[src/rtl/pbr_debounce_if.sv]
// Pushbutton debouncer bus: raw pads and sticky-clear in, debounced levels/events out.
interface pbr_debounce_if #(
   parameter int unsigned N_BTN = 5
);
   logic [N_BTN-1:0] btn_raw_i;
   logic [N_BTN-1:0] evt_clr_i;
   logic [N_BTN-1:0] btn_db_o;
   logic [N_BTN-1:0] btn_press_o;
   logic [N_BTN-1:0] btn_release_o;
   logic [N_BTN-1:0] btn_evt_o;
   logic             irq_o;

   // Side that owns the pads and consumes the debounced results.
   modport master (
      output btn_raw_i,
      output evt_clr_i,
      input  btn_db_o,
      input  btn_press_o,
      input  btn_release_o,
      input  btn_evt_o,
      input  irq_o
   );

   // Debouncer side.
   modport slave (
      input  btn_raw_i,
      input  evt_clr_i,
      output btn_db_o,
      output btn_press_o,
      output btn_release_o,
      output btn_evt_o,
      output irq_o
   );
endinterface

[src/rtl/pbr_debounce.sv]
// Per-channel pushbutton debouncer: 2-flop synchronizer, stability counter,
// press/release pulses, sticky press flags and an OR-reduced interrupt.
module pbr_debounce #(
   parameter int unsigned N_BTN   = 5,
   parameter int unsigned CNT_MAX = 250000
) (
   input logic           wb_clk_i,
   input logic           wb_rst_ni,
   pbr_debounce_if.slave bus
);
   localparam int unsigned CNT_W = $clog2(CNT_MAX + 1);
   localparam logic [CNT_W-1:0] CNT_LAST = CNT_W'(CNT_MAX - 1);
   localparam logic [CNT_W-1:0] CNT_ONE  = CNT_W'(1);

   typedef enum logic {
      ST_STABLE  = 1'b0,
      ST_PENDING = 1'b1
   } state_e;

   logic [N_BTN-1:0] sync1_q;
   logic [N_BTN-1:0] sync2_q;
   logic [N_BTN-1:0] db_q,      db_d;
   logic [N_BTN-1:0] press_q,   press_d;
   logic [N_BTN-1:0] release_q, release_d;
   logic [N_BTN-1:0] evt_q,     evt_d;
   logic [CNT_W-1:0] cnt_q [N_BTN];
   logic [CNT_W-1:0] cnt_d [N_BTN];
   state_e           state_c [N_BTN];

   // Two-flop synchronizer for the asynchronous pads, nothing in between.
   always_ff @(posedge wb_clk_i or negedge wb_rst_ni) begin
      if (!wb_rst_ni) begin
         sync1_q <= '0;
         sync2_q <= '0;
      end else begin
         sync1_q <= bus.btn_raw_i;
         sync2_q <= sync1_q;
      end
   end

   // State is implicit: a channel is pending whenever the synced level differs from db.
   always_comb begin
      db_d      = db_q;
      press_d   = '0;
      release_d = '0;
      for (int unsigned i = 0; i < N_BTN; i++) begin
         cnt_d[i]   = '0;
         state_c[i] = (sync2_q[i] != db_q[i]) ? ST_PENDING : ST_STABLE;
         unique case (state_c[i])
            ST_STABLE: begin
               cnt_d[i] = '0;
            end
            ST_PENDING: begin
               if (cnt_q[i] == CNT_LAST) begin
                  db_d[i]      = sync2_q[i];
                  press_d[i]   = sync2_q[i];
                  release_d[i] = ~sync2_q[i];
                  cnt_d[i]     = '0;
               end else begin
                  cnt_d[i] = cnt_q[i] + CNT_ONE;
               end
            end
            default: begin
               cnt_d[i] = '0;
            end
         endcase
      end
      // Sticky flag follows the visible press pulse; a coincident clear loses.
      evt_d = press_q | (evt_q & ~bus.evt_clr_i);
   end

   // Debounce state, pulse and sticky-flag registers.
   always_ff @(posedge wb_clk_i or negedge wb_rst_ni) begin
      if (!wb_rst_ni) begin
         db_q      <= '0;
         press_q   <= '0;
         release_q <= '0;
         evt_q     <= '0;
         for (int unsigned i = 0; i < N_BTN; i++) begin
            cnt_q[i] <= '0;
         end
      end else begin
         db_q      <= db_d;
         press_q   <= press_d;
         release_q <= release_d;
         evt_q     <= evt_d;
         for (int unsigned i = 0; i < N_BTN; i++) begin
            cnt_q[i] <= cnt_d[i];
         end
      end
   end

   assign bus.btn_db_o      = db_q;
   assign bus.btn_press_o   = press_q;
   assign bus.btn_release_o = release_q;
   assign bus.btn_evt_o     = evt_q;
   assign bus.irq_o         = |evt_q;

endmodule

[src/flat_wrapper.sv]
// flat-port wrapper written by rule: the top's interface ports become plain ports
module pbr_debounce_flat 
#(
   parameter int unsigned N_BTN   = 5,
   parameter int unsigned CNT_MAX = 250000
)
  (wb_clk_i, wb_rst_ni, bus_btn_raw_i, bus_evt_clr_i, bus_btn_db_o, bus_btn_press_o, bus_btn_release_o, bus_btn_evt_o, bus_irq_o);
  pbr_debounce_if #(.N_BTN(N_BTN)) bus_i ();
  input logic wb_clk_i;
  input logic wb_rst_ni;
  input wire logic [$bits(bus_i.btn_raw_i)-1:0] bus_btn_raw_i;
  input wire logic [$bits(bus_i.evt_clr_i)-1:0] bus_evt_clr_i;
  output wire logic [$bits(bus_i.btn_db_o)-1:0] bus_btn_db_o;
  output wire logic [$bits(bus_i.btn_press_o)-1:0] bus_btn_press_o;
  output wire logic [$bits(bus_i.btn_release_o)-1:0] bus_btn_release_o;
  output wire logic [$bits(bus_i.btn_evt_o)-1:0] bus_btn_evt_o;
  output wire logic [$bits(bus_i.irq_o)-1:0] bus_irq_o;
  assign bus_i.btn_raw_i = bus_btn_raw_i;
  assign bus_i.evt_clr_i = bus_evt_clr_i;
  assign bus_btn_db_o = bus_i.btn_db_o;
  assign bus_btn_press_o = bus_i.btn_press_o;
  assign bus_btn_release_o = bus_i.btn_release_o;
  assign bus_btn_evt_o = bus_i.btn_evt_o;
  assign bus_irq_o = bus_i.irq_o;
  pbr_debounce #(.N_BTN(N_BTN), .CNT_MAX(CNT_MAX)) u_core (.wb_clk_i(wb_clk_i), .wb_rst_ni(wb_rst_ni), .bus(bus_i));
endmodule
[config.mk]
export PLATFORM = sky130hd
export DESIGN_NAME = pbr_debounce_flat
export DESIGN_NICKNAME = d
export VERILOG_FILES = /design/src/rtl/pbr_debounce_if.sv /design/src/rtl/pbr_debounce.sv /design/src/flat_wrapper.sv
export SDC_FILE = /design/constraint.sdc
export NUM_CORES = 1
export LEC_CHECK = 0
export CAP_MARGIN = 20
export CORE_ASPECT_RATIO = 1.5
export CORE_MARGIN = 2
export CORE_UTILIZATION = 50
export DETAILED_ROUTE_END_ITERATION = 10
export GPL_TIMING_DRIVEN = 0
export MAX_ROUTING_LAYER = met4
export PLACE_DENSITY = 0.7
export SYNTH_ARGS = -nofsm -noshare
export SYNTH_HDL_FRONTEND = slang
export SYNTH_SLANG_ARGS = --single-unit
[constraint.sdc]
create_clock -name wb_clk_i -period 1.9 [get_ports wb_clk_i]
set_input_delay 0.475 -clock wb_clk_i [delete_from_list [all_inputs] [get_ports wb_clk_i]]
set_output_delay 0.475 -clock wb_clk_i [all_outputs]
set_load 0.01 [all_outputs]
-- Word level (Yosys, flattened, before mapping)
Cells that the tools add are included.
- bits in read-only memories: 0
- output and inout port bits: 21
- word-level logic and storage cells: 84
- bits of input ports: 12
- bits in latches: 0
- bits in registers: 120
- memories kept: 0
- memory bits (writable): 0
- bitwise logic cells: 13
- multiply operators: 0
- add/subtract/negate cells: 5
- shift-type cells: 0
- mux-type cells: 35
- equality and inequality tests: 10
- $lt $le $gt $ge: 0
- reduce and logical (&&, ||, !) cells: 6
- div/mod/pow operators: 0
- operator list (operator ; count):
    $pmux W18 S2 ; 5
    $add A18 B1 Y18 const B ; 5
    $eq A18 B18 Y1 const B ; 5
    $mux W18 ; 5
    $mux W1 ; 25
    $not A1 Y1 ; 10
    $reduce_and A2 Y1 ; 5
    $and A5 B5 Y5 ; 1
    $ne A1 B1 Y1 ; 5
    $not A5 Y5 ; 1
    $or A5 B5 Y5 ; 1
    $reduce_or A5 Y1 ; 1

-- Longest topological paths before layout
Gate-level depths: netlist of run 1.
- word-level depth: 4
- gate-level depth with buffers: 6
- depth with buffers taken out: 5

-- Worst setup path after synthesis of run 1
No wires, ideal clock.
- path kind: reg-to-reg
- start point: register u_core.cnt_q[26] (netlist name)
- end point: register u_core.db_q[3] (netlist: u_core.bus.btn_db_o[3])
- stages on the path, launching flop included: 7
- buffers on the path: 2
- setup slack: 0.064 ns
- data arrival time: 1.711 ns
- required time: 1.775 ns
- library setup time: 0.125 ns
- period minus slack after synthesis: 1.836 ns
- path through: dfrtp_1 > buf_6 > and4bb_1 > nand2_1 > or4_1 > buf_2 > mux2_4
- longest elaborated chain between the ends: 2
- RTL lines (what ; line ; text):
    start: declaration ; pbr_debounce.sv:26 ; logic [CNT_W-1:0] cnt_q [N_BTN];
    start signal: indexed assignment ; pbr_debounce.sv:88 ; cnt_q[i] <= cnt_d[i];
    $eq A18 B18 Y1 ; pbr_debounce.sv:54 ; if (cnt_q[i] == CNT_LAST) begin
    $reduce_and A2 Y1 (no line) ; -- ;
    end signal: assignment ; pbr_debounce.sv:75 ; db_q <= '0;
    end signal: assignment ; pbr_debounce.sv:83 ; db_q <= db_d;
    end: declaration ; pbr_debounce.sv:22 ; logic [N_BTN-1:0] db_q, db_d;
Every way passes these cells.
A chain may end at the register's enable or synchronous reset.

-- Worst setup path after layout of run 1
- start point: register u_core.db_q[2] (netlist: u_core.bus.btn_db_o[2])
- end point: output bus_btn_db_o[2]
- RTL lines (what ; line ; text):
    end: declaration ; flat_wrapper.sv:13 ; output wire logic [$bits(bus_i.btn_db_o)-1:0] bus_btn_db_o;
No word-level cell between the ends.

==> metrics.txt, run 1 <==
status finished clean; Psw 1.27 mW; DRT Wirelength 11.7 mm; Post-Place Setup Slack -0.280 ns; sequential share of power 42.1%; Top delay family on crit path buffers and inverters; routability cong. 0.894; final std cells w/o fill 759; Root Driver clkbuf_16; Achievable Freq 539 MHz; Num CTS Buffers 17; critical path's slowest cell clkdlybuf4s50_1; CTS tree built; Distinct cells, synth 46; crit-path cells clkdlybuf4s50_1; standard-cell rows 47; Crit. End Element output pin; WS Path Type reg -> out; Max-slew headroom 71.4%; Worst Hold Class reg -> reg; clk_lat worst skew 0.41 ns; internal cell power 4.98 mW; Die X 90.5 um; skew final 0.00802 ns; commonest non-fill, non-tap cell in the layout dfrtp_1; Remaining DRCs 0; initial antenna violation count 0; CTS H-tree lvls 4; DR vias 4300; EDFF count, synth 0; Wirelength per Cell 15.4 um; total negative slack 0 ns; Worst Path Max Fanout 5; Fin. Hold Viols 0; Lkg Pwr 3.05 nW; max-cap viol count 0; Reg clk slew, reported paths 0.05 ns; first-pass GRT wire length 20.1 mm; worst slew pin tran 0.427 ns; register area share after synthesis 53.5%; Vias/cell 5.67; Yosys warning total 0; setup slack after layout 0.0459 ns; Final Util 64.5%; synthesized instance count 531; Comb pwr share 3.0%; post-route minimum period 1.85 ns; Slew Limit Fails 0; number of global-route vias before repair 4442; DRT Pass-1 Iters 6; Synth Flop Type dfrtp_1; ant diodes 0; Mean Syn Cell Area 10.6 um^2; post-synth net total 548; Antenna Nets Post-Route 0; clock tree buffer depth 2; CP required 1.42 ns; FFs w/ async S/R, synth 100%; placed wire-length estimate 7.48 mm; worst path bufs/invs 1; synthesized cell area 5610 um^2; hold path cells 0; Sw Ratio 20.4%; Finished Cell Area 7090 um^2; core region area 11000 um^2; Fin Hold WS 0.350 ns; # fillers 844; grt ovf 0; Die ar. 12100 um^2; port bufs 32; pwr/cell area 882 nW/um^2; CP peak stage delay 0.57 ns; largest net degree at the start of global routing 78; final clock period utilization by the worst path 97.6%; area delta synth->final 26.4%; overall power 6.25 mW; share of cells above drive strength 1 16.3%; nets@finish 617; worst vdd ir 0.579 mV; Worst Path Arrival 1.38 ns; flops & latches, synth 120; most frequent cells in the layout 111 x dfrtp_1, 88 x nor2_1, 54 x xnor2_1; clock sink total 120; Initial Utilization 51.1%; crit path launch type flop; Top-Level Pins 33; dpl cells 711; Total GRT Usage 21.2%; Die H 134 um; initial DRC count 278; Register-to-Register Path Depth 5; Clock power frac 54.9%; critical path depth in cells 1; Final Setup Violations 0; area of placed instances 6150 um^2
-- state kept, by name, indices dropped and copies added (netlist names) --
register                  cells
u_core.cnt_q                 90
u_core.bus.btn_db_o           5
u_core.bus.btn_evt_o          5
u_core.bus.btn_press_o        5
u_core.bus.btn_release_o      5
u_core.sync1_q                5
u_core.sync2_q                5
-- layout make-up --
type / instances / area, um^2 / area share [%]
inverters: 18 / 67.6 / 0.952
clock inverters: 13 / 204 / 2.87
repair buffers: 52 / 502 / 7.07
clock buffers: 18 / 429 / 6.05
plain buffers: 9 / 57.6 / 0.811
multi-input cells: 382 / 2640 / 37.2
well taps: 147 / 184 / 2.59
flip-flops and latches: 120 / 3010 / 42.5
-- kinds of logic (layout without fill, tap and decap cells) --
group	after synthesis	in the layout	share of synthesized area (%)
flip-flops	120	120	53.5
AO/OA/AOI/OAI	28	28	4.06
buffers and inverters	29	110	2.18
adder cells (fa/ha/maj)	5	5	1.11
multiplexers	7	7	1.43
AND/OR/NAND/NOR	266	266	25.9
XOR/XNOR	76	76	11.9
-- final timing paths --
kind	slack, ns	end	start
worst min register to register	0.35	u_core.sync2_q[1]	u_core.sync1_q[1]
worst max-delay path	0.05	bus_btn_db_o[2]	u_core.bus.btn_db_o[2]
min in group asynchronous	0.56	u_core.cnt_q[46]	wb_rst_ni
worst max register to register	0.05	u_core.bus.btn_db_o[3]	u_core.cnt_q[18]
worst min-delay path	0.35	u_core.sync2_q[1]	u_core.sync1_q[1]
max in group asynchronous	0.62	u_core.bus.btn_db_o[3]	wb_rst_ni
-- per-layer routing --
metal	part of all wire (%)	GRT usage [%]
met3	3.7	5.39
met4	2.2	9.66
met5	0	-
met2	54	36.1
met1	41	23.3
-- cell usage after synthesis (2+ instances only) --
cell      number  area [um^2]
nor2_1        88          330
clkbuf_1       4         15.0
inv_1         18         67.6
nor3_1        15         75.1
and3_1         8         50.1
nand3b_1       2         15.0
buf_2          5         25.0
nand4_4        2         42.5
nand4_1       25          156
o31ai_1        4         30.0
or4b_1         2         20.0
or3_4          2         22.5
or4b_2         2         20.0
and4_1         6         52.6
nand2_1       27          101
o41ai_1        2         17.5
nand3_1       32          160
mux2_2         3         33.8
o21ai_0        3         15.0
o41ai_2        3         48.8
mux2i_1        2         20.0
dfrtp_1      120         3000
nor3b_1       12         90.1
xor2_1        22          193
xnor2_1       54          473
or4_1          7         52.6
a21oi_1        8         40.0
ha_1           5         62.6
nor4_1        24          150
nor4b_1        4         35.0
a21o_1         5         37.5
-- power groups by stage --
stage	sequential [mW]	clock, mW	combinational (mW)
after global placement	2.67	0	0.167
after floorplan	2.67	0	0.0751
after global routing	2.64	3.62	0.218
after CTS	2.63	3.49	0.187
after detailed placement	2.67	0	0.176
final	2.64	3.43	0.187
-- what timing repair did --
| action | 4_1_cts | 5_1_grt |
|---|---|---|
| endpoints found under the hold margin | 43 | 0 |
| setup endpoints to repair | 56 | 37 |
| cloned | 0 | 0 |
| hold buffers | 1 | 0 |
| setup buffers | 10 | 8 |
| resized for setup | 12 | 34 |
| pin swaps | 6 | 5 |
(Power assumes the default switching activity.)
==> run 2, diff against run 1 <==
Settings changed: CELL_PAD_IN_SITES_DETAIL_PLACEMENT from default to 1, CELL_PAD_IN_SITES_GLOBAL_PLACEMENT from default to 1, CORE_UTILIZATION 50 to 43, PLACE_DENSITY 0.7 to 0.75.
==> run 2 against run 1 <==
Non-clock buffer count decreased by 1. Power increased by 3.9%. Sequential power about the same. Design area increased by 1.4%. Core utilization decreased by 8.7 points. Global-route usage increased by 1.2 points. Setup slack got worse by 0.014 ns. Register-to-register slack about the same. Flip-flop and latch count unchanged. Critical path depth increased by 3. Via count increased by 1.2%.
==> metrics.txt, run 2 (synthesis results as in run 1) <==
status finished clean (unchanged); Initial Utilization 43.6% (was 51.1%); Top delay family on crit path simple AND/OR/NAND/NOR gates (was buffers and inverters); worst path bufs/invs 0 (was 1); worst vdd ir 0.567 mV (was 0.579 mV); initial antenna violation count 0 (unchanged); Wirelength per Cell 18.5 um (was 15.4 um); CP peak stage delay 0.49 ns (was 0.57 ns); routability cong. 0.789 (was 0.894); max-cap viol count 0 (unchanged); final std cells w/o fill 771 (was 759); Fin. Hold Viols 0 (unchanged); skew final 0.00981 ns (was 0.00802 ns); Top-Level Pins 33 (unchanged); Root Driver clkbuf_16 (unchanged); Max-slew headroom 65.3% (was 71.4%); clock tree buffer depth 2 (unchanged); R2R Setup Slk 0.03 ns (was 0.05 ns); commonest non-fill, non-tap cell in the layout dfrtp_1 (unchanged); ant diodes 0 (unchanged); Critical Path End u_core.cnt_q[51] (was bus_btn_db_o[2]); Die X 97.3 um (was 90.5 um); RR Endpoint u_core.cnt_q[51] (was u_core.bus.btn_db_o[3]); pwr/cell area 903 nW/um^2 (was 882 nW/um^2); crit-path cells nand4_4, or3_4, or4b_1, a21oi_1 (was clkdlybuf4s50_1); placed wire-length estimate 8.84 mm (was 7.48 mm); CTS H-tree lvls 4 (unchanged); number of global-route vias before repair 4782 (was 4442); most frequent cells in the layout 105 x dfrtp_1, 87 x nor2_1, 54 x xnor2_1 (was 111 x dfrtp_1, 88 x nor2_1, 54 x xnor2_1); nets@finish 616 (was 617); CP required 2.23 ns (was 1.42 ns); Worst Path Max Fanout 7 (was 5); clk_lat worst skew 0.41 ns (about the same); r2r startpoint u_core.cnt_q[41] (was u_core.cnt_q[18]); Antenna Nets Post-Route 0 (unchanged); DRT Pass-1 Iters 4 (was 6); Reg clk slew, reported paths 0.05 ns (about the same); clock sink total 120 (unchanged); WS Path Type reg -> reg (was reg -> out); final clock period utilization by the worst path 98.3% (was 97.6%); core region area 12900 um^2 (was 11000 um^2); critical path depth in cells 4 (was 1); Final Setup Violations 0 (unchanged); DRT Wirelength 14.3 mm (was 11.7 mm); crit path launch type flop (unchanged); Die ar. 14000 um^2 (was 12100 um^2); worst slew pin tran 0.521 ns (was 0.427 ns); Register-to-Register Path Depth 4 (was 5); Lkg Pwr 3.01 nW (was 3.05 nW); dpl cells 723 (was 711); Remaining DRCs 0 (unchanged); Vias/cell 5.64 (was 5.67); CTS tree built (unchanged); first-pass GRT wire length 24.0 mm (was 20.1 mm); Crit. End Element flop (was output pin); initial DRC count 158 (was 278); CP Launch Point u_core.cnt_q[41] (was u_core.bus.btn_db_o[2]); total negative slack 0 ns (unchanged); RSZ-0062 raised after global routing true; max reg flops 90 (unchanged); Num CTS Buffers 17 (unchanged); Worst Path Arrival 2.20 ns (was 1.38 ns); Fin Hold WS 0.0152 ns (was 0.350 ns); area delta synth->final 28.1% (was 26.4%); Worst Hold Class in -> async (was reg -> reg); share of cells above drive strength 1 19.3% (was 16.3%); overall power 6.50 mW (was 6.25 mW); port bufs 32 (unchanged); critical path's slowest cell dfrtp_1 (was clkdlybuf4s50_1); standard-cell rows 51 (was 47); Achievable Freq 535 MHz (was 539 MHz); largest net degree at the start of global routing 67 (was 78); Slew Limit Fails 0 (unchanged); post-route minimum period 1.87 ns (was 1.85 ns); grt ovf 0 (unchanged); Total GRT Usage 22.4% (was 21.2%); DR vias 4352 (was 4300); Die H 144 um (was 134 um); Top reg by flops u_core.cnt_q (unchanged)
[run 2: how the worst min path moves through the flow]
| stage | endpoint | cells after the start | slack, ns |
|---|---|---|---|
| finish | u_core.cnt_q[45] | 1 | 0.02 |
| floorplan | u_core.bus.btn_db_o[0] | 0 | 0.18 |
| global route | u_core.cnt_q[47] | 1 | 0.05 |
| CTS | u_core.cnt_q[45] | 1 | 0.02 |
| detailed placement | u_core.sync2_q[1] | 0 | 0.34 |
| global placement | u_core.sync2_q[4] | 0 | 0.33 |
[run 2: per-layer routing]
metal  global-route usage (%)  wire length [um]  vias up
met5                        -                 0        -
met2                     40.2              7930       96
met1                     23.7              5490     2210
li1                         -                 -     2019
met3                     5.25               544       27
met4                     9.28               314        0
[run 2: worst register-to-register path: stages, from the launching register on]
cell	delay, ns
dfrtp_1	0.49
nand4_4	0.21
or3_4	0.47
or4b_1	0.48
a21oi_1	0.15
[run 2: layout make-up]
type	instances	area (um^2)
Buffer	7	51.3
Clock buffer	19	443
Clock inverter	13	225
Fill cell	1376	5700
Inverter	18	67.6
Multi-Input combinational cell	382	2690
Sequential cell	120	3020
Tap cell	159	199
Timing Repair Buffer	53	498
[run 2: where the power goes]
group          switching, mW  internal, mW
clock                   1.16          2.49
combinational          0.121        0.0882
sequential            0.0453          2.59
[run 2: stage by stage]
step | util, % | setup WS (ns) | area (um^2)
after floorplan | - | 0.0643 | 5610
after global placement | 47.6 | -4.35 | 6130
after detailed placement | 47.8 | -0.327 | 6160
after CTS | 54.6 | -0.00390 | 7040
after global routing | 55.8 | -0.0336 | 7190
final | 55.8 | 0.0320 | 7190
[run 2: repair_timing]
item / 4_1_cts / 5_1_grt
buffers inserted: 15 / 5
endpoints found under the setup margin: 72 / 43
pin swaps: 8 / 5
cloned: 0 / 0
hold buffers: 0 / 0
gates resized for setup: 27 / 38
